`config.mk`:
```
export PLATFORM = sky130hd
export DESIGN_NAME = pc_unit
export DESIGN_NICKNAME = d
export VERILOG_FILES = /design/src/rtl/hack_pkg.sv /design/src/rtl/jmp_cond.sv /design/src/rtl/pc_unit.sv
export SDC_FILE = /design/constraint.sdc
export NUM_CORES = 1
export LEC_CHECK = 0
export CAP_MARGIN = 30
export CORE_ASPECT_RATIO = 0.75
export CORE_MARGIN = 10
export CORE_UTILIZATION = 50
export CTS_CLUSTER_DIAMETER = 120
export DETAILED_ROUTE_END_ITERATION = 16
export PLACE_DENSITY = 0.77
export SYNTH_ARGS = -nofsm -noshare
export SYNTH_HDL_FRONTEND = slang
export SYNTH_SLANG_ARGS = --single-unit
```
`constraint.sdc`:
```
create_clock -name clk -period 10.2 [get_ports clk]
set_input_delay 1.53 -clock clk [delete_from_list [all_inputs] [get_ports clk]]
set_output_delay 1.53 -clock clk [all_outputs]
set_load 0.03 [all_outputs]
```
`src/rtl/hack_pkg.sv`:
```
// Shared Hack CPU definitions: jump-field encoding, PC action codes and default widths.
package hack_pkg;

    localparam int unsigned HACK_ADDR_W      = 15;
    localparam int unsigned HACK_STACK_DEPTH = 8;

    // Jump field {j1,j2,j3}: j1 = less-than, j2 = equal, j3 = greater-than.
    typedef enum logic [2:0] {
        J_NULL = 3'b000,
        J_GT   = 3'b001,
        J_EQ   = 3'b010,
        J_GE   = 3'b011,
        J_LT   = 3'b100,
        J_NE   = 3'b101,
        J_LE   = 3'b110,
        J_MP   = 3'b111
    } jcode_t;

    // What the PC does at the next enabled edge.
    typedef enum logic [1:0] {
        ACT_SEQ  = 2'd0,
        ACT_JUMP = 2'd1,
        ACT_PUSH = 2'd2,
        ACT_POP  = 2'd3
    } pc_act_t;

endpackage

```
`src/rtl/jmp_cond.sv`:
```
// Combinational Hack jump-condition evaluator; shared with trace/disassembly tooling.
module jmp_cond
    import hack_pkg::*;
(
    input  jcode_t jcode,
    input  logic   neg,
    input  logic   zero,
    output logic   cond
);

    always_comb begin
        cond = 1'b0;
        unique case (jcode)
            J_NULL: cond = 1'b0;
            J_GT:   cond = ~neg & ~zero;
            J_EQ:   cond = zero;
            J_GE:   cond = ~neg;
            J_LT:   cond = neg;
            J_NE:   cond = ~zero;
            J_LE:   cond = neg | zero;
            J_MP:   cond = 1'b1;
        endcase
    end

endmodule

```
`src/rtl/pc_unit.sv`:
```
// Hack program counter with jump evaluation and a hardware return-address stack.
module pc_unit
    import hack_pkg::*;
#(
    parameter int unsigned ADDR_W      = HACK_ADDR_W,
    parameter int unsigned STACK_DEPTH = HACK_STACK_DEPTH
) (
    input  logic              clk,
    input  logic              rst,
    input  logic              en,
    input  logic              c_instr,
    input  logic [2:0]        j,
    input  logic              neg,
    input  logic              zero,
    input  logic [ADDR_W-1:0] target,
    input  logic              call,
    input  logic              ret,
    output logic [ADDR_W-1:0] pc,
    output logic              taken,
    output logic              stack_empty,
    output logic              stack_full,
    output logic              stack_err
);

    localparam int unsigned SP_W  = $clog2(STACK_DEPTH + 1);
    localparam int unsigned IDX_W = $clog2(STACK_DEPTH);

    logic [SP_W-1:0]   sp;
    logic [ADDR_W-1:0] stack_mem [STACK_DEPTH];
    logic [ADDR_W-1:0] pc_next;
    logic [IDX_W-1:0]  push_idx;
    logic [IDX_W-1:0]  top_idx;
    logic              cond_raw;
    logic              cond;
    pc_act_t           act;
    logic              err_set;

    jmp_cond u_jmp_cond (
        .jcode (jcode_t'(j)),
        .neg   (neg),
        .zero  (zero),
        .cond  (cond_raw)
    );

    assign cond        = c_instr & cond_raw;
    assign pc_next     = pc + ADDR_W'(1);
    assign stack_empty = (sp == '0);
    assign stack_full  = (sp == SP_W'(STACK_DEPTH));
    // Push slot is only used when not full, pop slot only when not empty.
    assign push_idx    = IDX_W'(sp);
    assign top_idx     = IDX_W'(sp - SP_W'(1));

    // Priority decision: return beats call, call beats plain jump.
    always_comb begin
        act     = ACT_SEQ;
        err_set = 1'b0;
        if (ret) begin
            if (!stack_empty) begin
                act = ACT_POP;
            end else begin
                err_set = 1'b1;
            end
        end else if (call && cond) begin
            if (!stack_full) begin
                act = ACT_PUSH;
            end else begin
                act     = ACT_JUMP;
                err_set = 1'b1;
            end
        end else if (cond) begin
            act = ACT_JUMP;
        end
    end

    assign taken = en & ~rst & (act != ACT_SEQ);

    always_ff @(posedge clk) begin
        if (rst) begin
            pc        <= '0;
            sp        <= '0;
            stack_err <= 1'b0;
        end else if (en) begin
            unique case (act)
                ACT_SEQ:  pc <= pc_next;
                ACT_JUMP: pc <= target;
                ACT_PUSH: begin
                    pc <= target;
                    sp <= sp + SP_W'(1);
                end
                ACT_POP: begin
                    pc <= stack_mem[top_idx];
                    sp <= sp - SP_W'(1);
                end
            endcase
            if (err_set) begin
                stack_err <= 1'b1;
            end
        end
    end

    // Stack contents carry no reset; the pointer alone defines validity.
    always_ff @(posedge clk) begin
        if (!rst && en && act == ACT_PUSH) begin
            stack_mem[push_idx] <= pc_next;
        end
    end

endmodule

```
### Word level (Yosys, flattened, before mapping)

Memories as Yosys holds them, arrays and structs flattened.
Index checks and enable logic that the tools add are counted.

| word-level totals | value |
|---|---|
| flip-flop bits (word level) | 20 |
| memory bits (writable) | 120 |
| input port bits | 26 |
| output and inout port bits | 19 |
| word-level logic and storage cells | 52 |
| memories | 1 |

| cells by class | value |
|---|---|
| add/sub/neg operators | 3 |
| equality and inequality tests | 11 |
| muxes and demuxes | 14 |
| bitwise logic cells | 8 |
| reductions and logical operators | 12 |

Memory list:

| name | words | width | read ports | clocked after Yosys merged registers in | wr ports | line | source |
|---|---|---|---|---|---|---|---|
| stack_mem | 8 | 15 | 1 | 0 | 1 | pc_unit.sv:29 | `logic [ADDR_W-1:0] stack_mem [STACK_DEPTH];` |

Operator list:

| kind | number |
|---|---|
| $pmux W15 S3 | 1 |
| $add A15 B1 Y15 const B | 1 |
| $eq A3 B3 Y1 const B | 4 |
| $mux W2 | 4 |
| $pmux W1 S8 | 1 |
| $pmux W4 S2 | 1 |
| $mux W1 | 7 |
| $eq A3 B2 Y1 const B | 2 |
| $add A4 B1 Y4 const B | 1 |
| $and A1 B1 Y1 | 4 |
| $eq A2 B2 Y1 const B | 2 |
| $eq A4 B4 Y1 const B | 1 |
| $logic_not A4 Y1 | 1 |
| $reduce_and A2 Y1 | 2 |
| $reduce_bool A2 Y1 | 2 |
| $sub A4 B1 Y4 const B | 1 |
| $eq A3 B1 Y1 const B | 1 |
| $logic_and A1 B1 Y1 | 3 |
| $logic_not A3 Y1 | 1 |
| $not A1 Y1 | 3 |
| $eq A2 B1 Y1 const B | 1 |
| $logic_not A2 Y1 | 1 |
| $reduce_or A2 Y1 | 1 |
| $logic_not A1 Y1 | 1 |
| $or A1 B1 Y1 | 1 |

### Longest topological paths before layout

Gate-level depths: netlist of the first run.

| logic depth | value |
|---|---|
| word-level depth | 11 |
| mapped depth | 14 |
| gate-level depth less buffers | 10 |

### Hierarchy

A second synthesis of the first run with hierarchy kept.

| unflattened totals | value |
|---|---|
| cell total of the unflattened synthesis | 388 |
| area total of the unflattened synthesis | 6202.2 um2 |

Modules (own cells, without submodules):

| module | instances | cells an instance | area an instance (um2) | sequential area each (um2) |
|---|---|---|---|---|
| pc_unit | 1 | 383 | 6168.4 | 4003.8 |
| jmp_cond | 1 | 5 | 33.8 | 0.0 |

### Least setup slack after synthesis of the first run

Ideal clock, no wire load.

| timing | value |
|---|---|
| path kind | input port to output port |
| from | in neg |
| to | out taken |
| arrival | 3.096 ns |
| required time | 8.670 ns |
| setup slack | 5.574 ns |
| cell stages on the path | 8 |
| path buffers | 1 |
| cell sequence | inv_1 -> o22ai_1 -> a211o_1 -> o21a_1 -> ha_1 -> nand2b_1 -> buf_1 -> nor2_1 |

| between the ends | value |
|---|---|
| word-level cells in the longest chain between the ends | 9 |
| elaborated cells on any way between the ends | 11 |
| those cells by class | 4 x mux; 5 x bitwise; 2 x reduce/logical |

Ends and longest elaborated chain:

| what | line | source |
|---|---|---|
| start, declared | pc_unit.sv:13 | `input logic neg,` |
| $not A1 Y1 | jmp_cond.sv:15, jmp_cond.sv:17 |  |
| $and A1 B1 Y1 | jmp_cond.sv:15 | `J_GT: cond = ~neg & ~zero;` |
| $pmux W1 S8 * | jmp_cond.sv:13 | `unique case (jcode)` |
| $and A1 B1 Y1 * | pc_unit.sv:45 | `assign cond = c_instr & cond_raw;` |
| $mux W1 / $logic_and A1 B1 Y1 (equally long branches) | pc_unit.sv:70, pc_unit.sv:63 |  |
| $mux W2 * | pc_unit.sv:63 | `end else if (call && cond) begin` |
| $mux W2 * | pc_unit.sv:57 | `if (ret) begin` |
| $reduce_bool A2 Y1 * | pc_unit.sv:75 | `assign taken = en & ~rst & (act != ACT_SEQ);` |
| $and A1 B1 Y1 * | pc_unit.sv:75 |  |
| end, declared | pc_unit.sv:19 | `output logic taken,` |

Mark *: on every way between the ends. The rest lies on a longest branch, timed or not.

### Worst setup path after layout of the first run

| timing | value |
|---|---|
| from | in zero |
| to | out taken |

| between the ends | value |
|---|---|
| word-level cells in the longest chain between the ends | 9 |
| elaborated cells on any way between the ends | 11 |
| those cells by class | 4 x mux; 5 x bitwise; 2 x reduce/logical |

Ends and longest elaborated chain:

| what | line | source |
|---|---|---|
| start, declared | pc_unit.sv:14 | `input logic zero,` |
| $not A1 Y1 | jmp_cond.sv:15, jmp_cond.sv:19 |  |
| $and A1 B1 Y1 | jmp_cond.sv:15 |  |
| $pmux W1 S8 * | jmp_cond.sv:13 |  |
| $and A1 B1 Y1 * | pc_unit.sv:45 |  |
| $mux W1 / $logic_and A1 B1 Y1 (equally long branches) | pc_unit.sv:70, pc_unit.sv:63 |  |
| $mux W2 * | pc_unit.sv:63 |  |
| $mux W2 * | pc_unit.sv:57 |  |
| $reduce_bool A2 Y1 * | pc_unit.sv:75 |  |
| $and A1 B1 Y1 * | pc_unit.sv:75 |  |

Marked as above.

==> results of run 1 <==
synth_stat cells, drive strengths merged (5+ instances only):
cell,n
xor2,5
mux4,30
a22oi,8
xnor2,8
and2,5
nor2,15
o21ai,10
nand2,14
a21oi,28
clkbuf,12
inv,12
edfxtp,120
and3,5
buf,14
ha,6
nand3,27
a211oi,5
dfxtp,20
per-layer routing:
layer | part of all wire [%] | track usage (%) | wire length, µm | vias to the layer above
li1 | - | - | - | 1711
met1 | 45 | 24.38 | 6642 | 1993
met2 | 46 | 27.28 | 6791 | 184
met3 | 8.5 | 5.804 | 1264 | 20
met4 | 1.0 | 4.611 | 151 | 0
met5 | 0 | 0 | 0 | -
state kept, by name, indices dropped and copies added, names as in the netlist:
register   count
stack_mem    120
pc            15
sp             4
stack_err      1
cell type report:
| cell class | count | share of cell area (%) |
|---|---|---|
| sequential | 140 | 54.42 |
| clock buffer | 18 | 5.831 |
| multi-input combinational | 226 | 26.74 |
| timing repair buffer | 54 | 7.004 |
| clock inverter | 14 | 2.635 |
| inverter | 12 | 0.6120 |
| tap | 162 | 2.754 |
tightest hold or removal path: cells and delay by family, from the launching register on:
kind            cells  cell delay [ps]
compound gates      2              140
flops               1              330
logic make-up (layout without fill, tap and decap cells):
group | count (synthesis) | count (layout) | synth area share, %
XOR/XNOR | 13 | 13 | 2.106
AND/OR/NAND/NOR | 91 | 91 | 7.972
AO/OA/AOI/OAI | 84 | 84 | 9.281
flip-flops | 140 | 140 | 65.41
adder cells (fa/ha/maj) | 6 | 6 | 1.226
buffers and inverters | 38 | 98 | 2.596
multiplexers | 32 | 32 | 11.41
worst max-delay path by stage:
stage,slack [ps],cells past startpoint,to
after global routing,3880,8,taken
after floorplan,5570,8,taken
final,4110,8,taken
after global placement,4250,8,taken
after CTS,4100,8,taken
after detailed placement,4060,8,taken
power by group through the flow:
stage          clock (µW)  sequential, µW  combinational, µW
2_1_floorplan           0             668               76.3
3_3_place_gp            0             662                128
3_5_place_dp            0             662                131
4_1_cts               656             650                132
5_1_grt               684             651                142
6_report              651             650                133
per-stage QoR:
| stage | instance area [µm²] | instances | setup slack, ps | hold slack, ps | util, % |
|---|---|---|---|---|---|
| floorplan | 6121 | 404 | 5574 | 471.5 | - |
| global placement | 6736 | 594 | 4246 | 494.3 | 57.17 |
| detailed placement | 6736 | 594 | 4062 | 506.7 | 57.17 |
| CTS | 7360 | 626 | 4098 | 520.6 | 62.45 |
| global route | 7360 | 626 | 3882 | 545.8 | 62.45 |
| finish | 7360 | 626 | 4105 | 512.3 | 62.45 |
==> flow_results.org, run 1 <==
** Worst setup path
- Capture instance of the worst register-to-register path :: stack_mem[1][8]
- The critical path starts at zero.
- On the critical path the largest part of the delay comes from buffers and inverters.
- STA classifies the critical path startpoint as a primary input.
- Required time at the worst-slack endpoint :: 8670 ps
- Traced cell by cell, the critical path runs through clkdlybuf4s50_1 > a221oi_1 > a211o_1 > o21a_1 > ha_1 > nand2b_1 > nor2_1 > clkdlybuf4s50_1.
- Crit Path Max Fanout :: 20
- Buffering stage count on the worst path with inverters included :: 2
- Among the stages of the critical path, the cell type that occurs most often is sky130_fd_sc_hd__clkdlybuf4s50_1.
- The worst register-to-register path has a setup slack of 6240 ps.
- In this design, the stage delay of the slowest critical-path cell is 650 ps.
- Slowest stage cell, crit path :: sky130_fd_sc_hd__ha_1
- The worst register-to-register path has a depth of 10.
- The worst setup path is captured at an output pin.
- Worst reg2reg path startpoint :: sp[0]
- Crit Path Category :: in2out
- Arrival time of the worst setup path :: 4560 ps

** Pwr
- Leakage power of the design :: 0.002391 µW
- Fraction of power spent switching nets :: 23.24%
- Of the total power, the clock network draws 45.4%.
- Total Power Consumption :: 1434 µW
- Net Sw Power :: 333.3 µW
- The worst-case IR drop observed on VDD is 131.2 µV.
- Of the total power, combinational logic draws 9.2%.
- In this run the power density over the cells is 194.9 mW/mm².
- Of the total power, registers draw 45.3%.
- Internal power comes to 1101 µW.

** Routing
- Vias per Instance :: 6.243
- Routed WL per cell :: 23.72 µm
- Iter 0 DRT Violations :: 476
- Remaining design rule violation count :: 0
- Total via count after detailed routing :: 3,908
- Wire length reported by the detailed router :: 14,850 µm
- The count of nets left with antenna violations once routing finished came out at 0.
- DRT Pass-1 Iters :: 6

** Final layout
- Final-stage net count :: 483
- Count of fill cells added during filler insertion :: 860
- Top library cells by usage in the layout, fill and taps aside :: sky130_fd_sc_hd__edfxtp_1, sky130_fd_sc_hd__clkdlybuf4s50_1, sky130_fd_sc_hd__mux4_2
- Across the whole layout, storage elements account for 0.004005 mm².
- The number of antenna diodes in the final layout is 0.
- Area of the multi-input gates :: 0.001968 mm²
- The library cell used most frequently in the layout, excluding fill and tap cells, is sky130_fd_sc_hd__edfxtp_1.
- Share of post-route cells with drive strength above 1 :: 18.53%
- The area growth from synthesis to layout is 20.24%.

** CTS
- The clock passes through at most 2 buffers.
- Clock-pin slew was measured on the worst setup and hold paths at 60 ps.
- Buffers added to address setup during post-CTS repair amount to 0.
- CTS tree :: yes
- TritonCTS created 17 clock buffers.
- Counting every sink on the clock net gives 140.
- Number of buffers added to fix hold violations after cts :: 0
- H-tree depth :: 4
- The cell sitting at the root of the clock tree is a sky130_fd_sc_hd__clkbuf_16.
- At the later pin of the worst-skew pair, clock insertion delay measures 430 ps.
- PostCTS Resize Cnt :: 0

** Global route
- Global routing used 17.88% of the available tracks across all layers.
- The first global-routing pass estimated 22,880 µm of wire.
- For this run the aggregate overflow at the end of global routing stands at 0.
- Via count of the first global-routing pass :: 3,870
- The number of antenna violations at the first check in global routing was 0.
- Entering global routing, the biggest net connects 36 pins.

** STA
- Total negative setup slack :: 0 ps
- Setup repair after global routing missed its margin :: false
- Highest achievable clock rate :: 164.1 MHz
- Worst-Margin Slew :: 995.9 ps
- Setup Skew :: 11.60 ps
- Worst rel slew slack :: 33.24%
- The final hold violation count came to 0.
- Number of endpoints failing setup at the final stage :: 0
- Max Transition Viols Final :: 0
- Share of the clock period used by the worst path :: 59.75%
- Post-route minimum period :: 6095 ps

** Run status
- Status :: finished, final reports clean

** Synthesis
- Synth Register Bits :: 140
- Post-synthesis async set-or-reset flop share :: 0%
- The synthesized design spends more area on one cell type than any other, namely sky130_fd_sc_hd__edfxtp_1.
- Summing the sequential cell areas from Yosys gives 65.41% of the chip area.
- After technology mapping, the gate count stands at 404.
- The most used flip-flop cell after synthesis is sky130_fd_sc_hd__edfxtp_1.
- The share of synthesized area in the top cell type comes to 58.87%.
- Synth cell types :: 57
- The number of nets handed over by synthesis was 436.
- Total of warnings raised by yosys :: 0
- Sorting the synthesized cells by area gives the leading types as sky130_fd_sc_hd__edfxtp_1, sky130_fd_sc_hd__mux4_2, sky130_fd_sc_hd__dfxtp_1, sky130_fd_sc_hd__a21oi_1, sky130_fd_sc_hd__nand3_1.
- Post-Syn Area per Cell :: 15.15 µm²
- The cell area that synthesis handed to floorplanning was 0.006121 mm².
- Number of enable-type register cells in the synthesized netlist :: 120

** Floorplan
- I/O pin count :: 45
- In this run the vertical extent of the chip is 115.8 µm.
- DIE WIDTH :: 147.8 µm
- Once the floorplan was initialized, standard cells occupied 51.94% of the core.
- The die covers 0.01711 mm².
- The core region is 0.01178 mm².
- The floorplan has 34 rows.

** Placement
- Last weighted congestion value of the routability-driven placer :: 0.9181
- Summed over all nets, the half-perimeter wirelength after detailed placement is 9499 µm.
- Input and output buffers added on the ports amount to 44.

** Hold path
- In this run the worst hold path is classified as reg2reg.
- Along the worst hold path, the cell count comes to 2.
- Worst min-delay path startpoint :: stack_err
- Hold Path Sink :: stack_err

** Flow run
- Max-cap violations in this run came to 0.
Note: power is estimated with default switching activity, not from simulation.
==> run 2: changes to the inputs <==
==> constraint.sdc (replaced) <==
create_clock -name clk -period 6.17 [get_ports clk]
set_input_delay 0.9255 -clock clk [delete_from_list [all_inputs] [get_ports clk]]
set_output_delay 0.9255 -clock clk [all_outputs]
set_load 0.03 [all_outputs]
==> run 2 against run 1 <==
Compared with the run above:
- cell count grew 0.16%
- power rose by 68%
- utilization grew 0.29 points
- register-to-register slack worse by 3400 ps
- first-iteration DRC count decreased by 7.1%
- combinational power rose by 63%
- setup slack got worse by 2800 ps
- clock-buffer cell count is the same
- global-route usage is 0.64 points lower
- largest power group unchanged
- highest routed layer unchanged
==> flow_results.org, run 2 (synthesis gave the netlist of run 1 again) <==
** Routing
- The first detailed-routing pass took 6 iterations.
- Iter 0 DRT Violations :: 442
- Highest metal layer used by the detailed router :: met4
- The routed design uses 1174 µm of met3 wire.
- In the final routing, the length of wire on met1 measures 6229 µm.
- The detailed router placed 3,904 vias in this run.
- Summed over all nets, wire length on met2 after detailed routing comes to 6693 µm.
- Vias per Instance :: 6.226
- Routed WL per cell :: 22.83 µm
- Wires add up to 14,310 µm.
- Count of nets left with antenna violations after detail routing :: 0
- After detailed routing, the number of remaining DRC violations is 0.

** Worst setup path
- Slowest stage cell, crit path :: sky130_fd_sc_hd__ha_1
- For the worst setup path, the data required time is 5240 ps.
- Crit Path Category :: in2out
- Largest stage delay on the critical path :: 650 ps
- Cells traversed along the worst timing path :: clkdlybuf4s50_1 > a221oi_1 > a211o_1 > o21a_1 > ha_1 > nand2b_1 > nor2_1 > clkdlybuf4s50_1
- In this run the critical register-to-register path is launched from sp[1].
- Buffering stage count on the worst path with inverters included :: 2
- CP Launch Type :: primary input
- In this design, the critical path's most frequently occurring cell is sky130_fd_sc_hd__clkdlybuf4s50_1.
- Arrival time of the worst setup path :: 3950 ps
- Critical Path End Type :: output pin
- In this run the worst setup path begins at zero.
- Along the worst path, the maximum fanout reaches 20.
- The cell family contributing the most delay on the critical path is buffers and inverters.

** Global route
- Global routing finished with a remaining overflow of 0.
- Antenna violations before repair :: 0
- Entering global routing, the biggest net connects 35 pins.
- First-pass GRT wire length :: 22,220 µm
- Global routing used 17.24% of the available tracks.
- Via count of the first global-routing pass :: 3,806

** Pwr
- Summed over all nets, the switching power comes to 543.1 µW.
- P_int :: 1861 µW
- Net switching is 22.59% of the power.
- Of the total power, combinational logic draws 9.0%.
- For this design the static power due to leakage is 0.002404 µW.
- Pwr per Cell Area :: 325.2 mW/mm²
- Clock network fraction of total power :: 46.3%
- Across the VDD grid, the largest voltage drop is 340.9 µV.
- Relative contribution of sequential cells to total power :: 44.7%

** CTS
- Setup bufs post-CTS :: 0
- The cell sitting at the root of the clock tree is a sky130_fd_sc_hd__clkbuf_16.
- Clock-pin slew reported for the worst setup and hold paths after clock tree synthesis :: 60 ps
- PostCTS Resize Cnt :: 0
- Number of buffers added to fix hold violations after cts :: 0
- At the later pin of the worst-skew pair, clock insertion delay measures 430 ps.
- Clock buffer depth :: 2
- Total clock buffers created by CTS :: 17
- The H-tree generated during clock tree synthesis spans 4 levels.
- The clock drives 140 sinks.
- CTS tree :: yes

** Final layout
- Leaving out fill and tap cells, the most frequent cell in the layout is sky130_fd_sc_hd__edfxtp_1.
- Non-filler cells in the finished layout :: 627
- The final layout contains 484 nets.
- The largest registers in the layout are stack_mem: 120 flops, pc: 15 flops, sp: 4 flops.
- The register with the most flip-flops in the layout has 120 of them.
- In the layout the commonest cells are sky130_fd_sc_hd__edfxtp_1, sky130_fd_sc_hd__clkdlybuf4s50_1, sky130_fd_sc_hd__mux4_2.
- Relative to the synthesized area, the layout overhead comes to 20.79%.
- Share of post-route cells with drive strength above 1 :: 18.92%
- Inserted Diodes :: 0
- Top reg by flops :: stack_mem

** STA
- Setup violations remaining at the end of the flow were counted as 0.
- In the finished design, the share of the clock period the worst path needs comes to 79.09%.
- Setup Skew :: 10.53 ps
- For the finished layout, the period the worst path requires is 4880 ps.
- Adding up every negative setup slack in the final design gives 0 ps.
- Worst-Margin Slew :: 803.5 ps
- Worst rel slew slack :: 46.44%
- Final hold violations :: 0
- For this run, the top clock speed supported by timing is 204.9 MHz.
- Setup repair after global routing left no endpoint under its margin.
- Max Transition Viols Final :: 0
- Worst Hold Slack :: 525.7 ps

** Floorplan
- The floorplan step defined a die boundary enclosing 0.01711 mm².
- Initial Util :: 51.94%
- Die Height :: 115.8 µm
- 45 I/O pins were placed.
- DIE WIDTH :: 147.8 µm
- Core outline area :: 0.01178 mm²
- Number of rows in the core area :: 34

** Hold path
- The tightest min-delay check is of the reg2reg type.
- Worst min-delay path startpoint :: stack_err

** Placement
- HPWL after detailed placement :: 9484 µm
- PortBufs :: 44
- Total placed cells including tap cells :: 594
- Last weighted congestion value of the routability-driven placer :: 0.8838

** Run status
- The flow ran to the end, and the final reports show no timing, DRC or antenna violations.

** Flow run
- Count of maximum capacitance violations :: 0
-- run 2: area by class of cell --
class / instances / area, µm²
timing repair buffer: 55 / 526.8
sequential: 140 / 4005
clock buffer: 18 / 429.2
clock inverter: 14 / 216.5
fill: 849 / 4390
multi-input combinational: 226 / 1968
tap: 162 / 202.7
inverter: 12 / 45.04
-- run 2: per-stage QoR --
| stage | setup slack, ps | utilization (%) | total power [µW] | instance area [µm²] |
|---|---|---|---|---|
| after CTS | 1304 | 62.65 | 2414 | 7382 |
| after floorplan | 1990 | - | 1230 | 6121 |
| after global placement | 1407 | 57.17 | 1304 | 6736 |
| after global routing | 1069 | 62.74 | 2475 | 7393 |
| after detailed placement | 1299 | 57.17 | 1310 | 6736 |
| final | 1290 | 62.74 | 2404 | 7393 |
-- run 2: worst min-delay path, stage by stage, from the launching register on --
cell and delay [ps]:
sky130_fd_sc_hd__dfxtp_1 330, sky130_fd_sc_hd__a31oi_1 50, sky130_fd_sc_hd__a21oi_1 110
-- run 2: final timing paths --
kind                     endpoint  slack (ps)  cells past startpoint
setup reg to reg  stack_mem[6][4]        2800                      9
setup / recovery            taken        1290                      8
hold reg to reg         stack_err         530                      2
hold / removal          stack_err         530                      2
-- run 2: per-layer routing --
metal	up-vias	track usage (%)
li1	1716	-
met3	26	5.337
met1	1986	23.24
met4	0	5.402
met5	-	0
met2	176	26.41
-- run 2: power by group through the flow --
stage / Combinational (µW) / Sequential, µW / Clock, µW
3_5_place_dp: 216 / 1090 / 0
6_report: 217 / 1070 / 1110
4_1_cts: 218 / 1070 / 1120
2_1_floorplan: 126 / 1100 / 0
5_1_grt: 235 / 1080 / 1160
3_3_place_gp: 210 / 1090 / 0
==> run 3: changes to the inputs <==
==> constraint.sdc (replaced) <==
create_clock -name clk -period 4.5 [get_ports clk]
set_input_delay 0.675 -clock clk [delete_from_list [all_inputs] [get_ports clk]]
set_output_delay 0.675 -clock clk [all_outputs]
set_load 0.03 [all_outputs]
==> run 3 against run 2 <==
Compared with the run above:
- sequential power is 37% higher
- die area stayed put
- via count is 0.15% higher
- final area is 0.69% higher
==> flow_results.org, run 3 (synthesis gave the netlist of run 1 again) <==
** Worst setup path
- Largest stage delay on the critical path :: 680 ps
- The signal on the critical path passes through inv_1 > ha_1 > nor3b_1 > nand2b_1 > o21a_1 > ha_1 > nand2b_1 > nor2_1 > clkdlybuf4s50_1.
- On the critical path, the stage with the largest delay is an instance of sky130_fd_sc_hd__clkdlybuf4s50_1.
- The kind of cell with the highest combined delay along the critical path is buffers and inverters.
- Measured in cells, the most critical reg-to-reg path has a length of 9.
- Crit Path Max Fanout :: 8
- Number of cells on the critical path :: 9
- Critical Path End Type :: output pin
- STA classifies the critical path startpoint as a flip-flop.
- Required time at the worst-slack endpoint :: 3830 ps
- Data on the critical path arrives at its endpoint at 3110 ps.
- Crit Path Category :: reg2out
- Buffering stage count on the worst path with inverters included :: 2

** Floorplan
- The die is 147.8 µm wide.
- The initial utilization of the core area, before any placement, comes to 51.94%.
- The floorplan step set the die height to 115.8 µm.
- In this run the core area contains 34 standard-cell rows.
- The floorplan step defined a core boundary enclosing 0.01178 mm².
- I/O pin count :: 45
- The die covers 0.01711 mm².

** Final layout
- At the end of the flow the core is filled with cells to 63.18%.
- Final-stage net count :: 493
- The layout has 856 filler cells.
- Share of post-route cells with drive strength above 1 :: 20.46%
- The largest registers in the layout are stack_mem: 120 flops, pc: 15 flops, sp: 4 flops.
- The repair_antennas step left the layout with diodes totalling 0.
- Flip-flop count of the largest register after layout :: 120
- Top reg by flops :: stack_mem
- Top library cells by usage in the layout, fill and taps aside :: sky130_fd_sc_hd__edfxtp_1, sky130_fd_sc_hd__clkdlybuf4s50_1, sky130_fd_sc_hd__mux4_2
- Most common library cell in the layout ignoring fill and taps :: sky130_fd_sc_hd__edfxtp_1
- The area growth from synthesis to layout is 21.63%.

** CTS
- Number of buffers added to fix hold violations after cts :: 0
- Setup bufs post-CTS :: 0
- Clock buffer depth :: 2
- The tree built by TritonCTS fans out to 140 sinks.
- Master cell of the clock root buffer :: sky130_fd_sc_hd__clkbuf_16
- Clock-pin slew reported for the worst setup and hold paths after clock tree synthesis :: 60 ps
- Gates resized during post-CTS repair numbered 0.
- Total clock buffers created by CTS :: 17
- CTS built an H-tree with a depth of 4.
- TritonCTS built the clock tree.
- The clock reaches the later pin of the worst-skew pair after 430 ps.

** Placement
- PortBufs :: 44
- Summed over all nets, the half-perimeter wirelength after detailed placement is 9796 µm.
- Routability-driven placement finished with a final weighted congestion of 0.8269.

** Routing
- For this block, the initial DRC count from the detailed router was 415.
- DRT Pass-1 Iters :: 5
- Dividing the detail-routed wire length by the instance count gives 23.47 µm.
- Total via count after detailed routing :: 3,910
- The detail route stage leaves a number of antenna-violating nets equal to 0.
- Using the TritonRoute via totals, the vias-per-cell ratio works out to 6.148.
- For this run, design rule violations remaining after detail routing come to 0.
- Wires add up to 14,920 µm.

** Global route
- The number of antenna violations at the first check in global routing is 0.
- The number of global-route vias before repair was 3,976.
- Entering global routing, the biggest net connects 35 pins.
- The first global-routing pass estimated 23,460 µm of wire.
- Overflow after GRT :: 0
- Across every metal layer, demand over resource in global routing totals 18.31%.

** STA
- Max Transition Viols Final :: 0
- Based on the critical path, the design can be clocked at up to 263.9 MHz.
- For the final routed database, the setup TNS stands at 0 ps.
- Setup repair after global routing missed its margin :: false
- Post-route minimum period :: 3790 ps
- Share of the clock period used by the worst path :: 84.22%
- Measured against its own limit, the worst slew margin works out to 52.63%.
- Final hold violations :: 0
- Setup violations remaining at the end of the flow were counted as 0.
- At the pin with the least slew margin, the transition time is 706.7 ps.
- Between clock sinks in the finished design, the worst skew comes to 10.50 ps.

** Hold path
- In this run the worst hold path is classified as reg2reg.
- Number of cells on the worst hold path :: 2

** Run status
- The flow ran to the end, and the final reports show no timing, DRC or antenna violations.

** Flow run
- Max-cap violations in this run came to 0.

** Pwr
- In this run the power density over the cells is 433.8 mW/mm².
- VDD sags by at most 291.7 µV.
- Leakage power of the design :: 0.002450 µW
==> run 3: cell types whose count changed in the layout (fill, tap and decap cells not counted) <==
cell / change
sky130_fd_sc_hd__buf_16: +1
sky130_fd_sc_hd__buf_4: +9
sky130_fd_sc_hd__buf_6: -1
sky130_fd_sc_hd__bufinv_16: -2
sky130_fd_sc_hd__clkinv_2: -1
sky130_fd_sc_hd__clkinv_4: +4
sky130_fd_sc_hd__clkinvlp_4: -3
sky130_fd_sc_hd__inv_6: +1
sky130_fd_sc_hd__inv_8: +1
==> run 3: per-stage QoR <==
| stage | total power (µW) | setup slack (ps) | instances | hold slack, ps | area (µm²) |
|---|---|---|---|---|---|
| after floorplan | 1686 | 320.2 | 404 | 471.5 | 6121 |
| final | 3229 | 710.0 | 636 | 505.2 | 7445 |
| after global routing | 3330 | 565.6 | 636 | 577.0 | 7445 |
| after detailed placement | 1810 | 827.5 | 604 | 498.3 | 6832 |
| after global placement | 1797 | 904.3 | 603 | 492.2 | 6804 |
| after CTS | 3239 | 718.9 | 636 | 509.1 | 7445 |
==> run 3: worst reg2reg max path, cell delays in order, from the launching register on <==
cell                       delay (ps)
sky130_fd_sc_hd__dfxtp_1          410
sky130_fd_sc_hd__inv_1            140
sky130_fd_sc_hd__ha_1             350
sky130_fd_sc_hd__nor3b_1          350
sky130_fd_sc_hd__nand2b_1         220
sky130_fd_sc_hd__o21a_1           170
sky130_fd_sc_hd__ha_1             290
sky130_fd_sc_hd__nand3_1          200
sky130_fd_sc_hd__nor3_2           610
sky130_fd_sc_hd__buf_4            320
==> run 3: path summary, 6_finish.rpt <==
path                 endpoint  slack, ps  startpoint
max                     taken        710       sp[1]
min                     sp[3]        510       sp[3]
max reg2reg  stack_mem[1][12]       1130       sp[1]
min reg2reg             sp[3]        510       sp[3]
==> run 3: cell type report <==
class	instances	area, µm²	share of cell area (%)
Inverter	12	45.04	0.6050
Clock inverter	14	183.9	2.471
Sequential cell	140	4005	53.80
Tap cell	162	202.7	2.723
Multi-Input combinational cell	226	1968	26.44
Timing Repair Buffer	64	610.6	8.202
Clock buffer	18	429.2	5.765
==> run 3: power by group <==
group | internal (µW) | switching, µW
sequential | 1440 | 30.2
clock | 884 | 557
combinational | 129 | 185
==> run 3: routing by layer <==
| layer | up-vias | GRT usage, % | part of all wire, % |
|---|---|---|---|
| met3 | 24 | 6.233 | 10 |
| met2 | 219 | 28.00 | 47 |
| li1 | 1733 | - | - |
| met4 | 0 | 7.444 | 1.4 |
| met1 | 1934 | 23.71 | 41 |
| met5 | - | 0 | 0 |
